--- src/rtl/mc_control_fsm.sv ---
// Multicycle control unit for the MIPS-subset datapath. It has configurable memory wait
// states, optional exception handling and a $29 init step after reset.
module mc_control_fsm #(
  parameter int unsigned MEM_WAIT = 1,
  parameter int unsigned CNT_W    = 3,
  parameter bit          EXC_EN   = 1'b1
) (
  input  logic       clk,
  input  logic       reset,
  input  logic [5:0] OP_Code,
  input  logic [5:0] Funct,
  input  logic       Z,
  input  logic       Overflow,
  output logic [2:0] PC_Src,
  output logic [1:0] IorD,
  output logic [1:0] Reg_Dst,
  output logic [1:0] MemToReg,
  output logic       ALU_SrcA,
  output logic [1:0] ALU_SrcB,
  output logic [2:0] ALU_Op,
  output logic       PC_Write,
  output logic       Mem_WR,
  output logic       IR_Write,
  output logic       MDR_Write,
  output logic       Reg_Write,
  output logic       A_Write,
  output logic       B_Write,
  output logic       ALUOut_Write,
  output logic       EPC_Write
);

  localparam logic [5:0] OpRType = 6'h00;
  localparam logic [5:0] OpJ     = 6'h02;
  localparam logic [5:0] OpBeq   = 6'h04;
  localparam logic [5:0] OpBne   = 6'h05;
  localparam logic [5:0] OpAddi  = 6'h08;
  localparam logic [5:0] OpLw    = 6'h23;
  localparam logic [5:0] OpSw    = 6'h2B;

  localparam logic [5:0] FnJr  = 6'h08;
  localparam logic [5:0] FnAdd = 6'h20;
  localparam logic [5:0] FnSub = 6'h22;
  localparam logic [5:0] FnAnd = 6'h24;

  localparam logic [CNT_W-1:0] LastCnt = CNT_W'(MEM_WAIT);

  typedef enum logic [4:0] {
    StReset, StFetch, StDecode, StRExec, StRWb, StAddiExec, StAddiWb, StMemAddr,
    StLwRead, StLwWb, StSwWrite, StBranch, StJump, StJr, StExcEpc, StExcRead, StExcJump
  } state_e;

  state_e           state_q, state_d;
  logic [CNT_W-1:0] cnt_q, cnt_d;
  logic             cause_q, cause_d;

  logic funct_addsub, funct_alu, multi_cycle, cnt_last;

  assign funct_addsub = (Funct == FnAdd) || (Funct == FnSub);
  assign funct_alu    = funct_addsub || (Funct == FnAnd);
  assign multi_cycle  = (state_q == StFetch) || (state_q == StLwRead) ||
                        (state_q == StSwWrite) || (state_q == StExcRead);
  assign cnt_last     = (cnt_q == LastCnt);

  // State, wait counter and exception cause registers.
  always_ff @(posedge clk or posedge reset) begin
    if (reset) begin
      state_q <= StReset;
      cnt_q   <= '0;
      cause_q <= 1'b0;
    end else begin
      state_q <= state_d;
      cnt_q   <= cnt_d;
      cause_q <= cause_d;
    end
  end

  // Next-state, counter and cause logic.
  always_comb begin
    logic bad_op;
    state_d = state_q;
    cause_d = cause_q;
    bad_op  = 1'b0;
    // Counter is zero whenever a multi-cycle state is entered, since every exit clears it.
    cnt_d   = (multi_cycle && !cnt_last) ? cnt_q + 1'b1 : '0;

    unique case (state_q)
      StReset:    state_d = StFetch;
      StFetch:    if (cnt_last) state_d = StDecode;
      StDecode: begin
        case (OP_Code)
          OpRType: begin
            if (funct_alu)           state_d = StRExec;
            else if (Funct == FnJr)  state_d = StJr;
            else                     bad_op  = 1'b1;
          end
          OpAddi:       state_d = StAddiExec;
          OpLw, OpSw:   state_d = StMemAddr;
          OpBeq, OpBne: state_d = StBranch;
          OpJ:          state_d = StJump;
          default:      bad_op  = 1'b1;
        endcase
        if (bad_op) begin
          if (EXC_EN) begin
            state_d = StExcEpc;
            cause_d = 1'b0;
          end else begin
            state_d = StFetch;
          end
        end
      end
      StRExec: begin
        if (EXC_EN && Overflow && funct_addsub) begin
          state_d = StExcEpc;
          cause_d = 1'b1;
        end else begin
          state_d = StRWb;
        end
      end
      StAddiExec: begin
        if (EXC_EN && Overflow) begin
          state_d = StExcEpc;
          cause_d = 1'b1;
        end else begin
          state_d = StAddiWb;
        end
      end
      StMemAddr:  state_d = (OP_Code == OpSw) ? StSwWrite : StLwRead;
      StLwRead:   if (cnt_last) state_d = StLwWb;
      StSwWrite:  if (cnt_last) state_d = StFetch;
      StExcEpc:   state_d = StExcRead;
      StExcRead:  if (cnt_last) state_d = StExcJump;
      StRWb, StAddiWb, StLwWb, StBranch, StJump, StJr, StExcJump: state_d = StFetch;
      default:    state_d = StReset;
    endcase
  end

  // Datapath control decode; BRANCH PC_Write follows Z combinationally.
  always_comb begin
    PC_Src       = 3'd0;
    IorD         = 2'd0;
    Reg_Dst      = 2'd0;
    MemToReg     = 2'd0;
    ALU_SrcA     = 1'b0;
    ALU_SrcB     = 2'd0;
    ALU_Op       = 3'b000;
    PC_Write     = 1'b0;
    Mem_WR       = 1'b0;
    IR_Write     = 1'b0;
    MDR_Write    = 1'b0;
    Reg_Write    = 1'b0;
    A_Write      = 1'b0;
    B_Write      = 1'b0;
    ALUOut_Write = 1'b0;
    EPC_Write    = 1'b0;

    unique case (state_q)
      StReset: begin
        // Init $29 <= 227 only once reset has been released.
        if (!reset) begin
          Reg_Write = 1'b1;
          Reg_Dst   = 2'd2;
          MemToReg  = 2'd2;
        end
      end
      StFetch: begin
        ALU_SrcB = 2'd1;
        ALU_Op   = 3'b001;
        if (cnt_last) begin
          PC_Write = 1'b1;
          IR_Write = 1'b1;
        end
      end
      StDecode: begin
        A_Write      = 1'b1;
        B_Write      = 1'b1;
        ALUOut_Write = 1'b1;
        ALU_SrcB     = 2'd3;
        ALU_Op       = 3'b001;
      end
      StRExec: begin
        ALU_SrcA     = 1'b1;
        ALUOut_Write = 1'b1;
        case (Funct)
          FnSub:   ALU_Op = 3'b010;
          FnAnd:   ALU_Op = 3'b011;
          default: ALU_Op = 3'b001;
        endcase
      end
      StRWb: begin
        Reg_Write = 1'b1;
        Reg_Dst   = 2'd1;
      end
      StAddiExec, StMemAddr: begin
        ALU_SrcA     = 1'b1;
        ALU_SrcB     = 2'd2;
        ALU_Op       = 3'b001;
        ALUOut_Write = 1'b1;
      end
      StAddiWb:   Reg_Write = 1'b1;
      StLwRead: begin
        IorD      = 2'd1;
        MDR_Write = cnt_last;
      end
      StLwWb: begin
        Reg_Write = 1'b1;
        MemToReg  = 2'd1;
      end
      StSwWrite: begin
        IorD   = 2'd1;
        Mem_WR = 1'b1;
      end
      StBranch: begin
        ALU_SrcA = 1'b1;
        ALU_Op   = 3'b010;
        PC_Src   = 3'd1;
        PC_Write = (OP_Code == OpBeq) ? Z : !Z;
      end
      StJump: begin
        PC_Write = 1'b1;
        PC_Src   = 3'd2;
      end
      StJr: begin
        PC_Write = 1'b1;
        PC_Src   = 3'd4;
      end
      StExcEpc: begin
        ALU_SrcB  = 2'd1;
        ALU_Op    = 3'b010;
        EPC_Write = 1'b1;
      end
      StExcRead: begin
        IorD      = cause_q ? 2'd3 : 2'd2;
        MDR_Write = cnt_last;
      end
      StExcJump: begin
        PC_Write = 1'b1;
        PC_Src   = 3'd3;
      end
      default: ;
    endcase
  end

endmodule

--- config.mk ---
export PLATFORM = sky130hd
export DESIGN_NAME = mc_control_fsm
export DESIGN_NICKNAME = d
export VERILOG_FILES = /design/src/rtl/mc_control_fsm.sv
export SDC_FILE = /design/constraint.sdc
export NUM_CORES = 1
export LEC_CHECK = 0
export BUFFER_PORTS_ARGS = -buffer_cell sky130_fd_sc_hd__buf_2
export CAP_MARGIN = 10
export CORE_MARGIN = 4
export CORE_UTILIZATION = 46
export DETAILED_ROUTE_END_ITERATION = 10
export HOLD_SLACK_MARGIN = 0.1
export PLACE_DENSITY = 0.86
export RECOVER_POWER = 100
export SYNTH_ARGS = -nofsm -noshare
export SYNTH_HDL_FRONTEND = slang
export SYNTH_SLANG_ARGS = --single-unit
--- constraint.sdc ---
create_clock -name clk -period 1.8 [get_ports clk]
set_input_delay 0.09 -clock clk [delete_from_list [all_inputs] [get_ports clk]]
set_output_delay 0.09 -clock clk [all_outputs]
set_load 0.02 [all_outputs]
# Yosys cells after proc, flatten, opt, wreduce, memory -nomap -nowiden
# Index checks and enable logic that the tools add are counted.
dict set report totals {
  reg_bits 9
  inputBits 16
  wordCells 110
}
dict set report op_classes {
  mux 42
  addsub 1
  reduce_logical 28
  eq_ne 36
}
# cell n
set op_table {}
lappend op_table {{$pmux W5 S10} 1}
lappend op_table {{$eq A5 B4 Y1 const B} 8}
lappend op_table {{$mux W5} 7}
lappend op_table {{$eq A6 B6 Y1 const B} 5}
lappend op_table {{$pmux W5 S5} 1}
lappend op_table {{$eq A5 B3 Y1 const B} 4}
lappend op_table {{$mux W1} 17}
lappend op_table {{$pmux W2 S2} 4}
lappend op_table {{$ne A2 B2 Y1 const B} 7}
lappend op_table {{$reduce_or A2 Y1} 7}
lappend op_table {{$eq A6 B3 Y1 const B} 2}
lappend op_table {{$eq A6 B4 Y1 const B} 2}
lappend op_table {{$pmux W2 S3} 2}
lappend op_table {{$pmux W3 S4} 1}
lappend op_table {{$reduce_or A4 Y1} 3}
lappend op_table {{$eq A5 B2 Y1 const B} 2}
lappend op_table {{$mux W4} 2}
lappend op_table {{$reduce_or A8 Y1} 1}
lappend op_table {{$ne A7 B2 Y1 const B} 1}
lappend op_table {{$eq A6 B2 Y1 const B} 1}
lappend op_table {{$logic_not A6 Y1} 1}
lappend op_table {{$pmux W1 S3} 2}
lappend op_table {{$reduce_and A6 Y1} 1}
lappend op_table {{$reduce_or A3 Y1} 2}
lappend op_table {{15 further kinds} 23}

# Longest topological paths before layout
# Gate-level depths: netlist of the first run.
dict set report depth {
  word_depth 8
  depth_mapped 8
}

# Worst setup path before layout of the first run
# OpenSTA, ideal clock, no wires.
dict set report synth_path {
  path_type {reg2out}
  startpoint {reg state_q[0]}
  endpoint {out Reg_Dst[1]}
  path_buffers 4
  t_required_ns 1.710
  arrival_ns 2.006
  stages_incl_launch_ff 6
  setup_slack_ns -0.296
  path_cell_list {dfrtp_1 -> buf_2 -> buf_1 -> clkbuf_1 -> nor4_1 -> buf_4}
}
dict set report synth_via {
  elab_chain_len 2
  word_cells_on_any_way 3
  cone_classes {eq/ne (1); mux (1); reduce/logical (1)}
}
# element line
set synth_rtl {}
lappend synth_rtl {{start: declaration} 52} ;# state_e state_q, state_d;
lappend synth_rtl {{start signal: assignment} 67} ;# state_q <= StReset;
lappend synth_rtl {{start signal: assignment} 71} ;# state_q <= state_d;
lappend synth_rtl {{$eq A5 B3 Y1 / $logic_not A5 Y1 (equally long branches)} 156} ;# unique case (state_q)
lappend synth_rtl {{$pmux W2 S2 (*)} 156}
lappend synth_rtl {{end: declaration} 16} ;# output logic [1:0] Reg_Dst,
# Every way passes the cells marked *; elsewhere a longest branch is shown, timed or not.

# Worst setup path in the final report of the first run
dict set report layout_path {
  startpoint {reg state_q[2]}
  endpoint {out PC_Write}
}
dict set report layout_via {
  elab_chain_len 3
  word_cells_on_any_way 7
  cone_classes {eq/ne (5); mux (1); reduce/logical (1)}
}
# element line
set layout_rtl {}
lappend layout_rtl {{$eq A5 B4 Y1 / $eq A5 B5 Y1 (equally long branches)} 156}
lappend layout_rtl {{$reduce_or A3 Y1 (no source line)} --}
lappend layout_rtl {{$pmux W1 S3 (*)} 156}
lappend layout_rtl {{end: declaration} 21} ;# output logic PC_Write,
# Marks and branches as above.

==> impl_metrics.json, run 1 <==
{
  "met3_usage_pct": 2.34,
  "clkSinkCount": 9,
  "fin_nets": 253,
  "busiest_layer": "met2",
  "ant_nets": 0,
  "avgSynthCellArea_um2": 6.78,
  "ys_seq_area_share_pct": 17.8,
  "peakVddDrop_uv": 1020,
  "final-max-slew-violation-count": 0,
  "post-route-min-period_ns": 1.76,
  "synth_top_area_cell": "dfrtp_1",
  "r2r_end": "state_q[3]$_DFFE_PP0P_",
  "clockRootBuffer": "clkbuf_4",
  "fin_cells": 264,
  "cellLeakagePower_nw": 0.755,
  "path_clk_slew_ns": 0.06,
  "htree_levels": 1,
  "start_util_pct": 49.8,
  "max_freq_ghz": 0.569,
  "cts_tree": "built",
  "rows": 18,
  "dr.pass1.iters": 4,
  "ios": 40,
  "final-setup-viol-count": 0,
  "use_met1_pct": 29.5,
  "synth_top_area_share_pct": 17.8,
  "grt-ovfl-total": 0,
  "avgRoutedWirePerCell_um": 14.7,
  "worstPathMaxFanout": 28,
  "drc": 0,
  "die_y_um": 60.5,
  "rr_startpoint": "state_q[2]$_DFFE_PP0P_",
  "synth_ff_type": "dfrtp_1",
  "insertion_delay_ns": 0.27,
  "cp.arrival_ns": 1.67,
  "drive_gt1_share_pct": 32.1,
  "dp_hpwl_um": 2890,
  "r2r_setup_slack_ns": 0.06,
  "crit_type": "flip-flop to output port",
  "met2_usage_pct": 36.0,
  "clockBufferDepth": 2,
  "numPortBuffers": 38,
  "p_total_mw": 2.44,
  "antenna_cells": 0,
  "synthTopCellsByArea": "dfrtp_1 18%, nor2_1 6.2%, nor3_1 5.1%, a21oi_1 4.7%, nand2_1 4.7%",
  "hold_violations": 0,
  "dpl.cell_count": 256,
  "chipWidth_um": 60.5,
  "grt_usage_pct": 22.1,
  "ys_ff_latch": 9,
  "critPathCapture": "PC_Write",
  "startpoint_type": "flip-flop",
  "drtIter0Drc": 78,
  "routed_wl_um": 3880,
  "grt_pass1_vias": 1392,
  "synth_edf_count": 0,
  "core_area_mm2": 0.00254,
  "power_density_mw_per_mm2": 1430,
  "synth_cell_type_count": 52,
  "vias": 1574,
  "gp_congestion": 0.888,
  "reg2reg_depth": 6,
  "cts_made_buffers": 3,
  "grt_max_degree": 29,
  "syn_area_mm2": 0.00127,
  "maxCapViolations": 0,
  "syn_nets": 205,
  "critPathRequiredTime_ns": 1.71,
  "critPathCaptureType": "output port",
  "vias_per_cell": 5.96,
  "rsz0062_at_grt": "yes",
  "grt_pass1_wl_um": 6120,
  "finalCritPeriodShare_pct": 97.6,
  "ys_warn_count": 0,
  "async_flop_share_pct": 100,
  "cp-startpoint": "state_q[2]$_DFFE_PP0P_",
  "dieArea_mm2": 0.00366,
  "nFillCells": 231,
  "status": "complete, no violations",
  "syn2layout_area_growth_pct": 34.1,
  "fin_skew_ns": 0.00567,
  "min_path_type": "input pin to flip-flop",
  "syn_inst": 187,
  "antenna_found_initial": 0
}
-- worst max-delay path: stages (launching register included) --
cell and delay, ns:
dfrtp_1 0.42, buf_12 0.18, nand2b_1 0.25, o41ai_2 0.32, buf_2 0.22
-- final cells by class --
cell class / instances / area [µm²] / share of cell area [%]
Clock buffer: 4 / 26.3 / 1.55
Inverter: 8 / 30.0 / 1.77
Multi-Input combinational cell: 154 / 1020 / 59.9
Sequential cell: 9 / 226 / 13.3
Tap cell: 30 / 37.5 / 2.21
Timing Repair Buffer: 59 / 360 / 21.2
-- repair_timing --
action                                  4_1_cts  5_1_grt
hold buffers                                  1        0
cloned                                        0        0
endpoints found under the setup margin        4       10
setup buffers                                 0        3
hold endpoints to repair                      9        0
pin swaps                                     0        3
gates resized for setup                       5       17
-- worst min path at each step --
stage               start                endpoint  slack, ns  cells past startpoint
6_report       OP_Code[1]  state_q[1]$_DFFE_PP0P_       0.26                      4
5_1_grt        OP_Code[1]  state_q[1]$_DFFE_PP0P_       0.28                      4
4_1_cts        OP_Code[1]  state_q[1]$_DFFE_PP0P_       0.25                      4
3_5_place_dp        reset  state_q[0]$_DFFE_PP0P_        0.1                      3
3_3_place_gp        reset  state_q[0]$_DFFE_PP0P_        0.1                      3
2_1_floorplan       reset     cause_q$_DFFE_PP0P_      -0.07                      1
-- cell families (layout without fill, tap and decap cells) --
family                   after synthesis  after routing  share of synthesized area [%]
AND/OR/NAND/NOR                       91             91                           37.9
AO/OA/AOI/OAI                         55             55                           30.2
buffers and inverters                 24             71                           8.39
flip-flops                             9              9                           17.8
XOR/XNOR                               5              5                           3.46
adder cells (fa/ha/maj)                2              2                           1.97
other                                  1              1                          0.296
-- flip-flops by register name (all words and copies together), names as in the netlist --
register	cells
cause_q	1
state_q	5
cnt_q	3
-- cells in the final DEF, fill, tap and decap left out, types with 8 or more instances in the layout --
cell type / instances
buf_2: 26
buf_4: 22
nor2_1: 21
nand2_1: 15
a21oi_1: 12
nor3_1: 11
clkbuf_1: 9
nand2b_1: 8
o21ai_0: 8
dfrtp_1: 8
-- cells in the mapped netlist (4+ instances only) --
master / n
inv_1: 8
a21oi_1: 12
nand2b_1: 9
nor4_1: 4
buf_2: 4
a31oi_1: 4
dfrtp_1: 9
clkbuf_1: 6
o21ai_0: 10
nor3_1: 13
nand3_1: 7
nand2_1: 16
nor2_1: 21
-- through the flow --
step / hold WS (ns) / cell area [µm²] / setup TNS, ns / utilization (%) / worst slack, ns
global route: 0.285 / 1700 / -0.135 / 66.8 / -0.0481
detailed placement: 0.0964 / 1570 / 0 / 61.8 / 0.0814
global placement: 0.0973 / 1570 / 0 / 61.8 / 0.165
finish: 0.262 / 1700 / 0 / 66.8 / 0.0439
floorplan: -0.0739 / 1280 / -0.0300 / - / -0.0300
CTS: 0.252 / 1630 / 0 / 64.0 / 0.000307
-- power by group --
part	switching (mW)	leakage, nW	internal [mW]
registers	0.0759	0.114	0.275
logic	1.13	0.626	0.791
clock network	0.0767	0.0150	0.0857
-- per-layer routing --
layer  up-vias  part of all wire (%)
li1        779                     -
met1       711                    41
met2        75                    49
met3         9                   7.4
met4         0                   2.2
met5         -                     0
(Power assumes the default switching activity.)
==> run 2: changes to the inputs <==
==> constraint.sdc (replaced) <==
create_clock -name clk -period 1.8 [get_ports clk]
set_input_delay 0.18 -clock clk [delete_from_list [all_inputs] [get_ports clk]]
set_output_delay 0.18 -clock clk [all_outputs]
set_load 0.02 [all_outputs]
==> run 2 against run 1 <==
The flow now finishes with violations (setup timing). Power rose by 16%. First-iteration DRC count fell by 12%. Via count rose by 8.3%. Core utilization rose by 9.4 points. Cell area rose by 14%. Clock power barely moved. Maximum frequency fell by 5.3%. Worst hold slack improved by 0.13 ns. Cell count rose by 5.3%.
==> impl_metrics.json, run 2 (same netlist as run 1, synthesis figures left out) <==
{
  "grt_pass1_wl_um": 7130,
  "rows": 18,
  "insertion_delay_ns": 0.27,
  "drtIter0Drc": 69,
  "maxCapViolations": 0,
  "r2r_setup_slack_ns": -0.05,
  "startpoint_type": "flip-flop",
  "syn2layout_area_growth_pct": 52.9,
  "die_y_um": 60.5,
  "vias": 1704,
  "power_density_mw_per_mm2": 1460,
  "drive_gt1_share_pct": 40.3,
  "violations": "setup timing",
  "rsz0062_at_grt": "yes",
  "cellLeakagePower_nw": 0.876,
  "final-max-slew-violation-count": 0,
  "cts_made_buffers": 3,
  "max_freq_ghz": 0.539,
  "peakVddDrop_uv": 1020,
  "core_area_mm2": 0.00254,
  "dieArea_mm2": 0.00366,
  "chipWidth_um": 60.5,
  "fin_nets": 267,
  "htree_levels": 1,
  "cp_slowest_cell": "dfrtp_1",
  "vias_per_cell": 6.13,
  "grt-ovfl-total": 0,
  "clockRootBuffer": "clkbuf_4",
  "rr_startpoint": "state_q[3]$_DFFE_PP0P_",
  "dpl.cell_count": 263,
  "multi_input_area_mm2": 0.00106,
  "p_total_mw": 2.84,
  "post-route-min-period_ns": 1.85,
  "place_area_mm2": 0.00164,
  "top_register": "state_q",
  "crit_type": "flip-flop to flip-flop",
  "numPortBuffers": 38,
  "finalCritPeriodShare_pct": 103,
  "antenna_cells": 0,
  "clockBufferDepth": 2,
  "nFillCells": 217,
  "stdcell_area_mm2": 0.00194,
  "avgRoutedWirePerCell_um": 16.6,
  "min_path_type": "input pin to flip-flop",
  "final-seq-area_um2": 228,
  "routed_wl_um": 4610,
  "grt_pass1_vias": 1569,
  "hold_violations": 0,
  "largestRegisters": "state_q x5, cnt_q x3, cause_q x1",
  "cts_tree": "built",
  "status": "complete, but fails checks",
  "gp_congestion": 0.958,
  "ant_nets": 0,
  "clkSinkCount": 9,
  "final_util_pct": 76.2,
  "critPathCaptureType": "flip-flop",
  "final-setup-viol-count": 3,
  "critPathRequiredTime_ns": 1.98,
  "antenna_found_initial": 0,
  "dr.pass1.iters": 4,
  "largest_reg_flops": 5,
  "start_util_pct": 49.8,
  "drc": 0,
  "final_common_cell": "buf_4",
  "path_cells": "or3_4 > buf_4 > nor4_4 > nor4_1 > o2bb2ai_1 > a31oi_1",
  "worst_slack_ns": -0.0548,
  "path_clk_slew_ns": 0.06,
  "whs_ns": 0.396,
  "fin_skew_ns": 0.00422,
  "dp_hpwl_um": 3150,
  "mostFrequentLayoutCells": "33 x buf_4, 24 x buf_2, 21 x nor2_1",
  "cp.arrival_ns": 2.04,
  "worst_pin_slew_ns": 0.522,
  "min-delay-start": "OP_Code[1]",
  "slowest_delay_ns": 0.43,
  "grt_usage_pct": 26.4,
  "worstPathMaxFanout": 3,
  "cp-startpoint": "state_q[3]$_DFFE_PP0P_",
  "ios": 40,
  "fin_cells": 278,
  "grt_max_degree": 16,
  "relSlewSlack_pct": 65.2
}
## run 2: changes by cell type in the layout (fill, tap and decap cells not counted), moves of 2 or more
cell | previous run | this run
buf_4 | 22 | 33
buf_6 | 0 | 8
clkbuf_1 | 9 | 5
nor4_2 | 4 | 0
nor4_1 | 0 | 3
buf_2 | 26 | 24
inv_1 | 7 | 5
nand2b_1 | 8 | 6
nand2b_4 | 1 | 3
## run 2: path summary, 6_finish.rpt
path	end	depth (start not counted)
max	state_q[1]$_DFFE_PP0P_	6
min	state_q[1]$_DFFE_PP0P_	4
max reg2reg	state_q[1]$_DFFE_PP0P_	6
min reg2reg	cnt_q[0]$_DFF_PP0_	1
max in group asynchronous	state_q[0]$_DFFE_PP0P_	4
min in group asynchronous	cnt_q[0]$_DFF_PP0_	4
## run 2: metrics by stage
stage | TNS [ns] | worst slack, ns
2_1_floorplan | 0 | 0.00224
3_3_place_gp | 0 | 0.0787
3_5_place_dp | 0 | 0.0125
4_1_cts | -0.0180 | -0.0108
5_1_grt | -0.735 | -0.149
6_report | -0.111 | -0.0548
## run 2: cell type report
cell class                 count  share of cell area [%]
multi-input combinational    154                    54.9
timing repair buffer          73                    28.4
sequential                     9                    11.7
tap                           30                    1.94
inverter                       8                    1.68
clock buffer                   4                    1.36
## run 2: critical path, delay by kind of cell, from the launching register on
kind / cells / cell delay [ns]
AO/OA/AOI/OAI: 2 / 0.35
AND/OR/NAND/NOR: 3 / 0.81
buffers and inverters: 1 / 0.17
flip-flops: 1 / 0.43
## run 2: repair_timing
action / CTS / global route
hold buffers: 1 / 0
setup endpoints to repair: 11 / 19
resized for setup: 17 / 31
endpoints found under the hold margin: 9 / 0
setup buffers: 7 / 2
cloned: 1 / 0
pin swaps: 5 / 7
## run 2: report_power, final
part	internal (mW)	switching, mW
clock	0.0857	0.0751
sequential	0.277	0.100
combinational	1.05	1.25
total	1.41	1.43
## run 2: layer usage
| layer | GRT usage [%] | vias up | routed length (µm) |
|---|---|---|---|
| met2 | 45.8 | 80 | 2360 |
| met1 | 31.3 | 800 | 1720 |
| li1 | - | 805 | - |
| met5 | 0 | - | 0 |
| met4 | 12.7 | 0 | 188 |
| met3 | 4.89 | 19 | 337 |
==> run 3: changes to the inputs <==
--- a/config.mk
+++ b/config.mk
@@ -13,6 +13,7 @@
 export HOLD_SLACK_MARGIN = 0.1
 export PLACE_DENSITY = 0.86
 export RECOVER_POWER = 100
+export REMOVE_ABC_BUFFERS = 1
 export SYNTH_ARGS = -nofsm -noshare
 export SYNTH_HDL_FRONTEND = slang
 export SYNTH_SLANG_ARGS = --single-unit
==> run 3 against run 2 <==
The run still ends with setup timing left. Wire length up 25%. Cell area up 3.4%. Non-clock buffer count up 9. Worst hold slack worse by 0.0028 ns. Sequential power down 2%. Clock skew down 0.0025 ns.
==> impl_metrics.json, run 3 (same netlist as run 1, synthesis figures left out) <==
{
  "status": "complete, but fails checks",
  "violations": "setup timing",
  "post-route-min-period_ns": 1.91,
  "critPathRequiredTime_ns": 1.62,
  "drive_gt1_share_pct": 45.5,
  "startpoint_type": "flip-flop",
  "clkSinkCount": 9,
  "pwr-share-comb_pct": 82.6,
  "cts_made_buffers": 3,
  "htree_levels": 1,
  "met2_usage_pct": 38.3,
  "cp.arrival_ns": 1.73,
  "p_int_mw": 1.46,
  "vias_per_cell": 6.85,
  "largest_reg_flops": 5,
  "antenna_found_initial": 0,
  "mostFrequentLayoutCells": "40 x buf_4, 28 x buf_2, 19 x nor2_1",
  "clockBufferDepth": 2,
  "seq_power_share_pct": 12.1,
  "ant_nets": 0,
  "routed_wl_um": 5760,
  "ios": 40,
  "met3_usage_pct": 3.40,
  "busiest_layer": "met2",
  "path_clk_slew_ns": 0.07,
  "grt_pass1_vias": 1463,
  "dr.pass1.iters": 6,
  "die_y_um": 60.5,
  "cts_tree": "built",
  "grt_pass1_wl_um": 6450,
  "chipWidth_um": 60.5,
  "cp_slowest_cell": "dfrtp_2",
  "max_freq_ghz": 0.524,
  "cellLeakagePower_nw": 0.915,
  "crit_type": "flip-flop to output port",
  "worst_pin_slew_ns": 0.617,
  "min_path_type": "input pin to flip-flop",
  "dieArea_mm2": 0.00366,
  "top_register": "state_q",
  "grt_max_degree": 21,
  "power.share.clock_pct": 5.3,
  "insertion_delay_ns": 0.26,
  "core_area_mm2": 0.00254,
  "rr_startpoint": "state_q[0]$_DFFE_PP0P_",
  "swShare_pct": 52.3,
  "rsz0062_at_grt": "yes",
  "drc": 0,
  "final-setup-viol-count": 4,
  "clockRootBuffer": "clkbuf_4",
  "critPathCaptureType": "output port",
  "worst_slack_ns": -0.107,
  "gp_congestion": 0.884,
  "whs_ns": 0.394,
  "fin_skew_ns": 0.00170,
  "hold_violations": 0,
  "slowest_delay_ns": 0.45,
  "syn2layout_area_growth_pct": 58.1,
  "grt_usage_pct": 22.6,
  "rows": 18,
  "largestRegisters": "state_q x5, cnt_q x3, cause_q x1",
  "path_cells": "buf_12 > nand2b_4 > o21ai_1 > nand2_1 > a21o_1 > o41ai_2 > buf_2",
  "dp_hpwl_um": 2980,
  "numPortBuffers": 38,
  "grt-ovfl-total": 0,
  "drtIter0Drc": 359,
  "power_density_mw_per_mm2": 1530,
  "cp-startpoint": "state_q[4]$_DFFE_PP0P_",
  "final-max-slew-violation-count": 0,
  "antenna_cells": 0,
  "final_common_cell": "buf_4",
  "min-delay-start": "OP_Code[1]",
  "p_sw_mw": 1.60,
  "worstPathMaxFanout": 8,
  "fin_nets": 276,
  "relSlewSlack_pct": 58.9,
  "maxCapViolations": 0,
  "vias": 1967,
  "peakVddDrop_uv": 1150,
  "finalCritPeriodShare_pct": 106,
  "start_util_pct": 49.8,
  "final_util_pct": 78.8,
  "use_met1_pct": 30.0,
  "avgRoutedWirePerCell_um": 20.1,
  "r2r_setup_slack_ns": 0.03
}
-- run 3: cell count changes in the layout (fill, tap and decap cells not counted), sizes merged --
cell and change:
buf +11, bufbuf -1, clkbuf -1
-- run 3: worst paths after layout --
check                                          to  cells after the start
max in group asynchronous  state_q[4]$_DFFE_PP0P_                      4
max reg2reg                state_q[1]$_DFFE_PP0P_                      6
min                        state_q[1]$_DFFE_PP0P_                      5
min reg2reg                    cnt_q[0]$_DFF_PP0_                      1
min in group asynchronous  state_q[3]$_DFFE_PP0P_                      4
max                                      PC_Write                      7
-- run 3: cell type report --
cell class	instances	area (µm²)
inverter	8	32.5
sequential	9	229
fill	169	541
tap	30	37.5
timing repair buffer	82	621
clock buffer	4	26.3
multi-input combinational	154	1060
-- run 3: power groups by stage --
stage	clock [mW]	combinational (mW)	sequential [mW]
after floorplan	0	0.971	0.456
after global placement	0	1.72	0.355
after CTS	0.156	1.84	0.349
final	0.163	2.53	0.369
after global routing	0.173	2.64	0.371
after detailed placement	0	1.74	0.356
-- run 3: metal layers --
layer	share of wire, %	vias to the layer above
li1	-	822
met1	35	863
met2	45	210
met3	12	72
met4	8.2	0
met5	0	-
-- run 3: per-stage QoR --
stage	setup WS, ns	instance area, µm²	TNS (ns)	power (mW)	instances
after floorplan	-0.672	1190	-2.09	1.43	171
after detailed placement	0.0131	1600	0	2.10	262
after global routing	-0.193	2000	-0.763	3.18	287
after global placement	0.0570	1600	0	2.07	262
final	-0.107	2000	-0.204	3.06	287
after CTS	-0.0283	1680	-0.0551	2.35	268
-- run 3: worst max-delay path, delay by kind of cell (launching register included) --
kind / cells / cell delay (ns)
buffers and inverters: 2 / 0.37
AND/OR/NAND/NOR: 2 / 0.22
AO/OA/AOI/OAI: 3 / 0.42
flip-flops: 1 / 0.45
-- run 3: repair_timing --
action / 4_1_cts / 5_1_grt
hold buffers: 1 / 0
gates cloned: 0 / 1
resized for setup: 14 / 39
buffers inserted: 1 / 18
pin swaps: 0 / 5
endpoints found under the setup margin: 11 / 17
hold endpoints to repair: 9 / 0
